### src/rtl/sg_multiplier_pipe.sv
// ---------------------------------------------------------------------------
// sg_multiplier_pipe
//
// Pipelined unsigned significand multiplier for the floating-point MAC
// datapath. Each pipeline stage adds ROWS_PER_STAGE shifted partial-product
// rows into a running sum, so the product is built up over
// LAT = ceil(WIDTH / ROWS_PER_STAGE) stages. A per-stage valid bit tracks
// which stages hold live work. The valid/ready handshake gives one operation
// per clock, and the whole pipe freezes under backpressure.
//
// Parameters
//   WIDTH          significand width in bits, hidden bit included (2..32)
//   ROWS_PER_STAGE partial-product rows summed per stage (1..WIDTH)
//
// Ports
//   clock        rising-edge clock
//   reset        asynchronous active-high reset; clears valid and data
//   flush        synchronous discard of all in-flight operations
//   in_valid     operand pair present
//   in_ready     pipeline can accept this cycle
//   in_sg_A      unsigned significand A (WIDTH bits)
//   in_sg_B      unsigned significand B (WIDTH bits)
//   out_valid    product present
//   out_ready    consumer accepts product
//   out_product  exact unsigned A*B (2*WIDTH bits), zero when out_valid=0
//   out_msb      top product bit, a normalisation hint, zero when out_valid=0
// ---------------------------------------------------------------------------
module sg_multiplier_pipe #(
  parameter int WIDTH          = 11,
  parameter int ROWS_PER_STAGE = 1
) (
  input  logic                 clock,
  input  logic                 reset,
  input  logic                 flush,
  input  logic                 in_valid,
  output logic                 in_ready,
  input  logic [WIDTH-1:0]     in_sg_A,
  input  logic [WIDTH-1:0]     in_sg_B,
  output logic                 out_valid,
  input  logic                 out_ready,
  output logic [2*WIDTH-1:0]   out_product,
  output logic                 out_msb
);

  localparam int LAT = (WIDTH + ROWS_PER_STAGE - 1) / ROWS_PER_STAGE;
  localparam int PW  = 2 * WIDTH;

  // Stage registers, index 0 is the first stage and LAT-1 the output stage.
  logic             stage_v   [LAT];
  logic [WIDTH-1:0] stage_a   [LAT];
  logic [WIDTH-1:0] stage_b   [LAT];
  logic [PW-1:0]    stage_sum [LAT];

  // Running sum each stage will capture on the next advance.
  logic [PW-1:0]    next_sum  [LAT];

  logic             advance;

  // Sum of the ROWS_PER_STAGE partial-product rows starting at row 'first'.
  // B is pre-shifted so that rows past the top of B read as zero, which lets
  // a short final stage reuse the same loop without a separate bound check.
  function automatic logic [PW-1:0] row_block(
    input logic [WIDTH-1:0] a,
    input logic [WIDTH-1:0] b,
    input int               first
  );
    logic [PW-1:0]    acc;
    logic [PW-1:0]    a_sh;
    logic [WIDTH-1:0] b_sh;
    acc  = '0;
    a_sh = {{WIDTH{1'b0}}, a} << first;
    b_sh = b >> first;
    for (int r = 0; r < ROWS_PER_STAGE; r++) begin
      if (b_sh[0]) begin
        acc = acc + a_sh;
      end
      a_sh = a_sh << 1;
      b_sh = b_sh >> 1;
    end
    return acc;
  endfunction

  // First stage starts the sum from the raw inputs; later stages extend the
  // sum they inherit with their own block of rows.
  assign next_sum[0] = row_block(in_sg_A, in_sg_B, 0);

  for (genvar s = 1; s < LAT; s++) begin : g_stage_sum
    assign next_sum[s] = stage_sum[s-1]
                       + row_block(stage_a[s-1], stage_b[s-1], s * ROWS_PER_STAGE);
  end

  // The pipe moves as one unit: it can shift whenever the output slot is
  // empty or being drained this cycle. Bubbles shift along with real work.
  assign advance  = !stage_v[LAT-1] | out_ready;
  assign in_ready = advance;

  assign out_valid   = stage_v[LAT-1];
  assign out_product = out_valid ? stage_sum[LAT-1] : '0;
  assign out_msb     = out_product[PW-1];

  // Pipeline registers. Flush only kills the valid bits (data contents are
  // irrelevant once invalid) and wins over both advance and stall, so an
  // input presented during a flush cycle is dropped.
  always_ff @(posedge clock or posedge reset) begin
    if (reset) begin
      for (int s = 0; s < LAT; s++) begin
        stage_v[s]   <= 1'b0;
        stage_a[s]   <= '0;
        stage_b[s]   <= '0;
        stage_sum[s] <= '0;
      end
    end else if (flush) begin
      for (int s = 0; s < LAT; s++) begin
        stage_v[s] <= 1'b0;
      end
    end else if (advance) begin
      stage_v[0]   <= in_valid;
      stage_a[0]   <= in_sg_A;
      stage_b[0]   <= in_sg_B;
      stage_sum[0] <= next_sum[0];
      for (int s = 1; s < LAT; s++) begin
        stage_v[s]   <= stage_v[s-1];
        stage_a[s]   <= stage_a[s-1];
        stage_b[s]   <= stage_b[s-1];
        stage_sum[s] <= next_sum[s];
      end
    end
  end

endmodule

### config.mk
export PLATFORM = sky130hd
export DESIGN_NAME = sg_multiplier_pipe
export DESIGN_NICKNAME = d
export VERILOG_FILES = /design/src/rtl/sg_multiplier_pipe.sv
export SDC_FILE = /design/constraint.sdc
export NUM_CORES = 1
export LEC_CHECK = 0
export ABC_CLOCK_PERIOD_IN_PS = 15910
export CAP_MARGIN = 20
export CORE_MARGIN = 2
export CORE_UTILIZATION = 60
export DETAILED_ROUTE_END_ITERATION = 8
export PLACE_DENSITY_LB_ADDON = 0.3
export SYNTH_ARGS = -nofsm -noshare
export SYNTH_HDL_FRONTEND = slang
export SYNTH_SLANG_ARGS = --single-unit
### constraint.sdc
create_clock -name clock -period 15.91 [get_ports clock]
set_clock_uncertainty 0.2 [all_clocks]
set_input_delay 3.9775 -clock clock [delete_from_list [all_inputs] [get_ports clock]]
set_output_delay 3.9775 -clock clock [all_outputs]
set_load 0.01 [all_outputs]
# After elaboration in Yosys (flattened, before gate mapping)
# Cells that the tools add are included.
# classes
reduce_logical	3
bitwise	2
mux	14
addsub	10
# ops
operator	count
two-way mux 11 bit	3
adder 22 x 12 -> 22 bit	1
adder 22 x 13 -> 22 bit	1
adder 22 x 14 -> 22 bit	1
adder 22 x 15 -> 22 bit	1
adder 22 x 16 -> 22 bit	1
adder 22 x 17 -> 22 bit	1
adder 22 x 18 -> 22 bit	1
adder 22 x 19 -> 22 bit	1
adder 22 x 20 -> 22 bit	1
adder 22 x 21 -> 22 bit	1
two-way mux 22 bit	1
two-way mux 21 bit	1
two-way mux 20 bit	1
two-way mux 19 bit	1
two-way mux 18 bit	1
two-way mux 17 bit	1
two-way mux 16 bit	1
two-way mux 15 bit	1
two-way mux 14 bit	1
two-way mux 13 bit	1
two-way mux 12 bit	1
AND reduction 2 bit	1
nonzero test 2 bit	1
other kinds (3)	3
# word_totals
wordCells	71
regBits	473
output_inout_bits	25
inputBits	27

# Depth between registers and ports, before layout
# logic_depth
depth_word	4
ltp_mapped	9
depth_no_buf	9

# Worst setup path before layout
# No wires, ideal clock.
# synth_timing
path_type	in2out
startpoint	in out_ready
endpoint	out in_ready
path_buffers	1
path_slack_ns	7.345
cell_stages	3
required_ns	11.733
t_arrival_ns	4.387
cell_sequence	nor2b_4 inv_1 clkbuf_1
# synth_via
elab_chain_len	1
# synth_rtl
element	line_no	text
start, declared	40	input logic out_ready,
OR 1 bit	94	assign advance = !stage_v[LAT-1] | out_ready;
end, declared	36	output logic in_ready,
# No other way between the ends.

# Final worst setup path
# Ends and elaborated chain as after synthesis.

==> results.toml <==
[clock_tree]
post_cts_resized = 0
worstSkewPairLatency_ns = 0.53
cts.hold.buffers_added = 0
cts_max_level = 2
numClockSinks = 362
cts_tree = "done"
max-clock-path-buffers = 3
cts_buffers = 40
cts.root.buffer_cell = "clkbuf_16"
post_cts_buffers = 0
worst_setup_hold_path_clk_slew_ns = 0.06

[die]
die-height_um = 181.8
floorplan.die.width_um = 181.8
core_region_area_um2 = 31310
rows = 65
io_pins = 52
initial_core_utilization = 0.6057
die-area_um2 = 33050

[setup_path]
timing.critical_path.from_type = "input pin"
worstSetupEndpointType = "output pin"
critical_path_peak_fanout = 13
crit_path_kind = "input pin to output pin"
critPathArrivalTime_ns = 5.54
cp.required_ns = 11.73

[logic_synthesis]
biggest_area_consumer_among_synthesized_cells = "dfrtp_1"
synth-seq-cells = 362
mappedNetlistNets = 2316
postSynthCellCount = 2170
yosysSeqAreaShare = 0.4776
synth_top_area_frac = 0.4776
synth.top_cells.by_area = "dfrtp_1, nand2_1, ha_1, and2_1, o21ai_0"
syn_area_um2 = 18970
synth.lib_cells_used.distinct = 61
postSynth.topFlopCell = "dfrtp_1"
ys.warnings.count = 0
post_synth.cell_area_avg_um2 = 8.740
async_flop_share = 1.000
synth-edff-count = 0

[finish]
diodes = 0
fillerInstances = 2494
share_of_layout_cells_above_drive_strength_1 = 0.04007
nNetsFinal = 2315
design_area_um2 = 20930
area_growth_pct = 10.34

[timing]
final_setup_violation_count = 0
post-route-worst-setup-slack_ns = 6.191
grt_setup_unrepaired = "no"
fin_setup_tns_ns = 0
final-hold-violation-count = 0
worst_pin_slew_ns = 1.010
min_period_over_period = 0.6109
slew_violations = 0
slew_margin_rel = 0.3265
achievable-frequency_mhz = 102.9
final_period_minus_worst_setup_slack_ns = 9.719

[place]
numPortBuffers = 51
sum_of_net_half_perimeters_after_detailed_placement_um = 24550
gp_congestion = 0.8494
dp_worst_setup_slack_ns = 6.198
detailed_place.area_um2 = 19610

[drt]
via_per_inst = 5.579
avgRoutedWirePerCell_um = 14.49
drt_iter0_drc = 1064
detail_route.drc_violations = 0
routed-via-count = 14490
routed_wl_um = 37640
drt_first_pass_iters = 7
detail-route-antenna-nets = 0

[power_and_ir_drop]
p_leak_nw = 10.70
cellPowerDensity_nw_per_um2 = 129.6
peakVddDrop_mv = 0.08091

[grt]
first_global_vias = 14350
grt_pass1_wl_um = 65830
pin_count_of_the_biggest_net_entering_global_routing = 222
grt_use_total = 0.2348
initial_antenna_violation_count = 0
globalRoute.totalOverflow = 0

[outcome]
status = "complete, no violations"

[worst_hold_path]
min-delay-path-class = "flop to flop"

[job]
drv.max_cap_violation_count = 0
==> cell type report <==
class | count | area, um2 | share of cell area
clock buffer | 56 | 1182 | 0.05650
timing repair buffer | 61 | 618.1 | 0.02953
sequential | 362 | 9059 | 0.4329
clock inverter | 13 | 106.4 | 0.005082
tap | 402 | 503.0 | 0.02403
inverter | 21 | 86.33 | 0.004125
multi-input combinational | 1683 | 9373 | 0.4479
==> worst paths after layout <==
| path | startpoint | end | slack (ns) | cells past startpoint |
|---|---|---|---|---|
| max | out_ready | in_ready | 6.19 | 4 |
| min | stage_b[83] | stage_b[72] | 0.26 | 2 |
| min reg2reg | stage_b[83] | stage_b[72] | 0.26 | 2 |
| min in group asynchronous | reset | stage_sum[230] | 3.84 | 2 |
| max in group asynchronous | reset | stage_sum[3] | 9.57 | 5 |
| max reg2reg | out_valid | stage_sum[59] | 11.54 | 6 |
==> cell usage after synthesis (10+ instances only) <==
master      n
nand4_1    17
a21oi_1    76
inv_1      21
o21ai_0   102
buf_2      38
xor2_1     21
and2_1    134
nand2_1   877
nor3b_1    11
fa_1       10
nor3_1     12
xnor2_1    42
ha_1      109
nor2_1     36
a21o_1     29
and3_1     13
clkbuf_1   55
dfrtp_1   362
o21bai_1   11
a211oi_1   15
nand3_1    28
==> flip-flops by register name (all words and copies together) (netlist names) <==
register / count
out_valid: 1
stage_a: 110
stage_b: 55
stage_sum: 186
stage_v: 10
==> where the power goes <==
part	internal (mW)	switching (mW)	leakage, nW
Clock	0.534	0.366	0.638
Sequential	1.11	0.133	4.69
Combinational	0.237	0.331	5.37
==> per-stage QoR <==
stage	hold slack (ns)	util	std cells	power, mW
floorplan	0.2374	-	2170	1.680
global placement	0.2466	0.6263	2528	1.793
detailed placement	0.2473	0.6263	2528	1.822
CTS	0.2614	0.6675	2597	2.737
global route	0.2825	0.6684	2598	2.882
finish	0.2604	0.6684	2598	2.713
==> layout by cell type, fill, tap and decap left out, drive strengths merged, types with 10 or more instances in the layout <==
cell / n
nand3: 28
ha: 109
nor3: 12
buf: 10
o21bai: 11
xnor2: 42
o21ai: 103
fa: 10
a21o: 29
clkbuf: 56
dfrtp: 362
a211oi: 15
nand2: 877
and2: 134
o31ai: 11
and3: 13
nor2: 37
xor2: 21
inv: 23
a21oi: 78
nand4: 17
nor3b: 11
clkdlybuf4s50: 51
==> cells by family after synthesis <==
| kind of cell | after synthesis | synth area share |
|---|---|---|
| compound gates | 311 | 0.1054 |
| xor+xnor | 63 | 0.02909 |
| fa+ha+maj | 119 | 0.08246 |
| buf+inv | 125 | 0.02883 |
| flops | 362 | 0.4776 |
| mux | 9 | 0.004750 |
| simple gates | 1181 | 0.2719 |
==> per-layer routing <==
layer / GRT usage / vias to the layer above / share of wire
li1: - / 7196 / -
met1: 0.3145 / 6965 / 0.46
met2: 0.3948 / 248 / 0.48
met3: 0.02928 / 84 / 0.033
met4: 0.08846 / 0 / 0.034
met5: 0 / - / 0
==> worst max-delay path: stages <==
cell and delay, ns:
clkdlybuf4s50_1 0.44, nor2b_4 0.30, inv_1 0.27, clkdlybuf4s50_1 0.55
(Power assumes the default switching activity.)
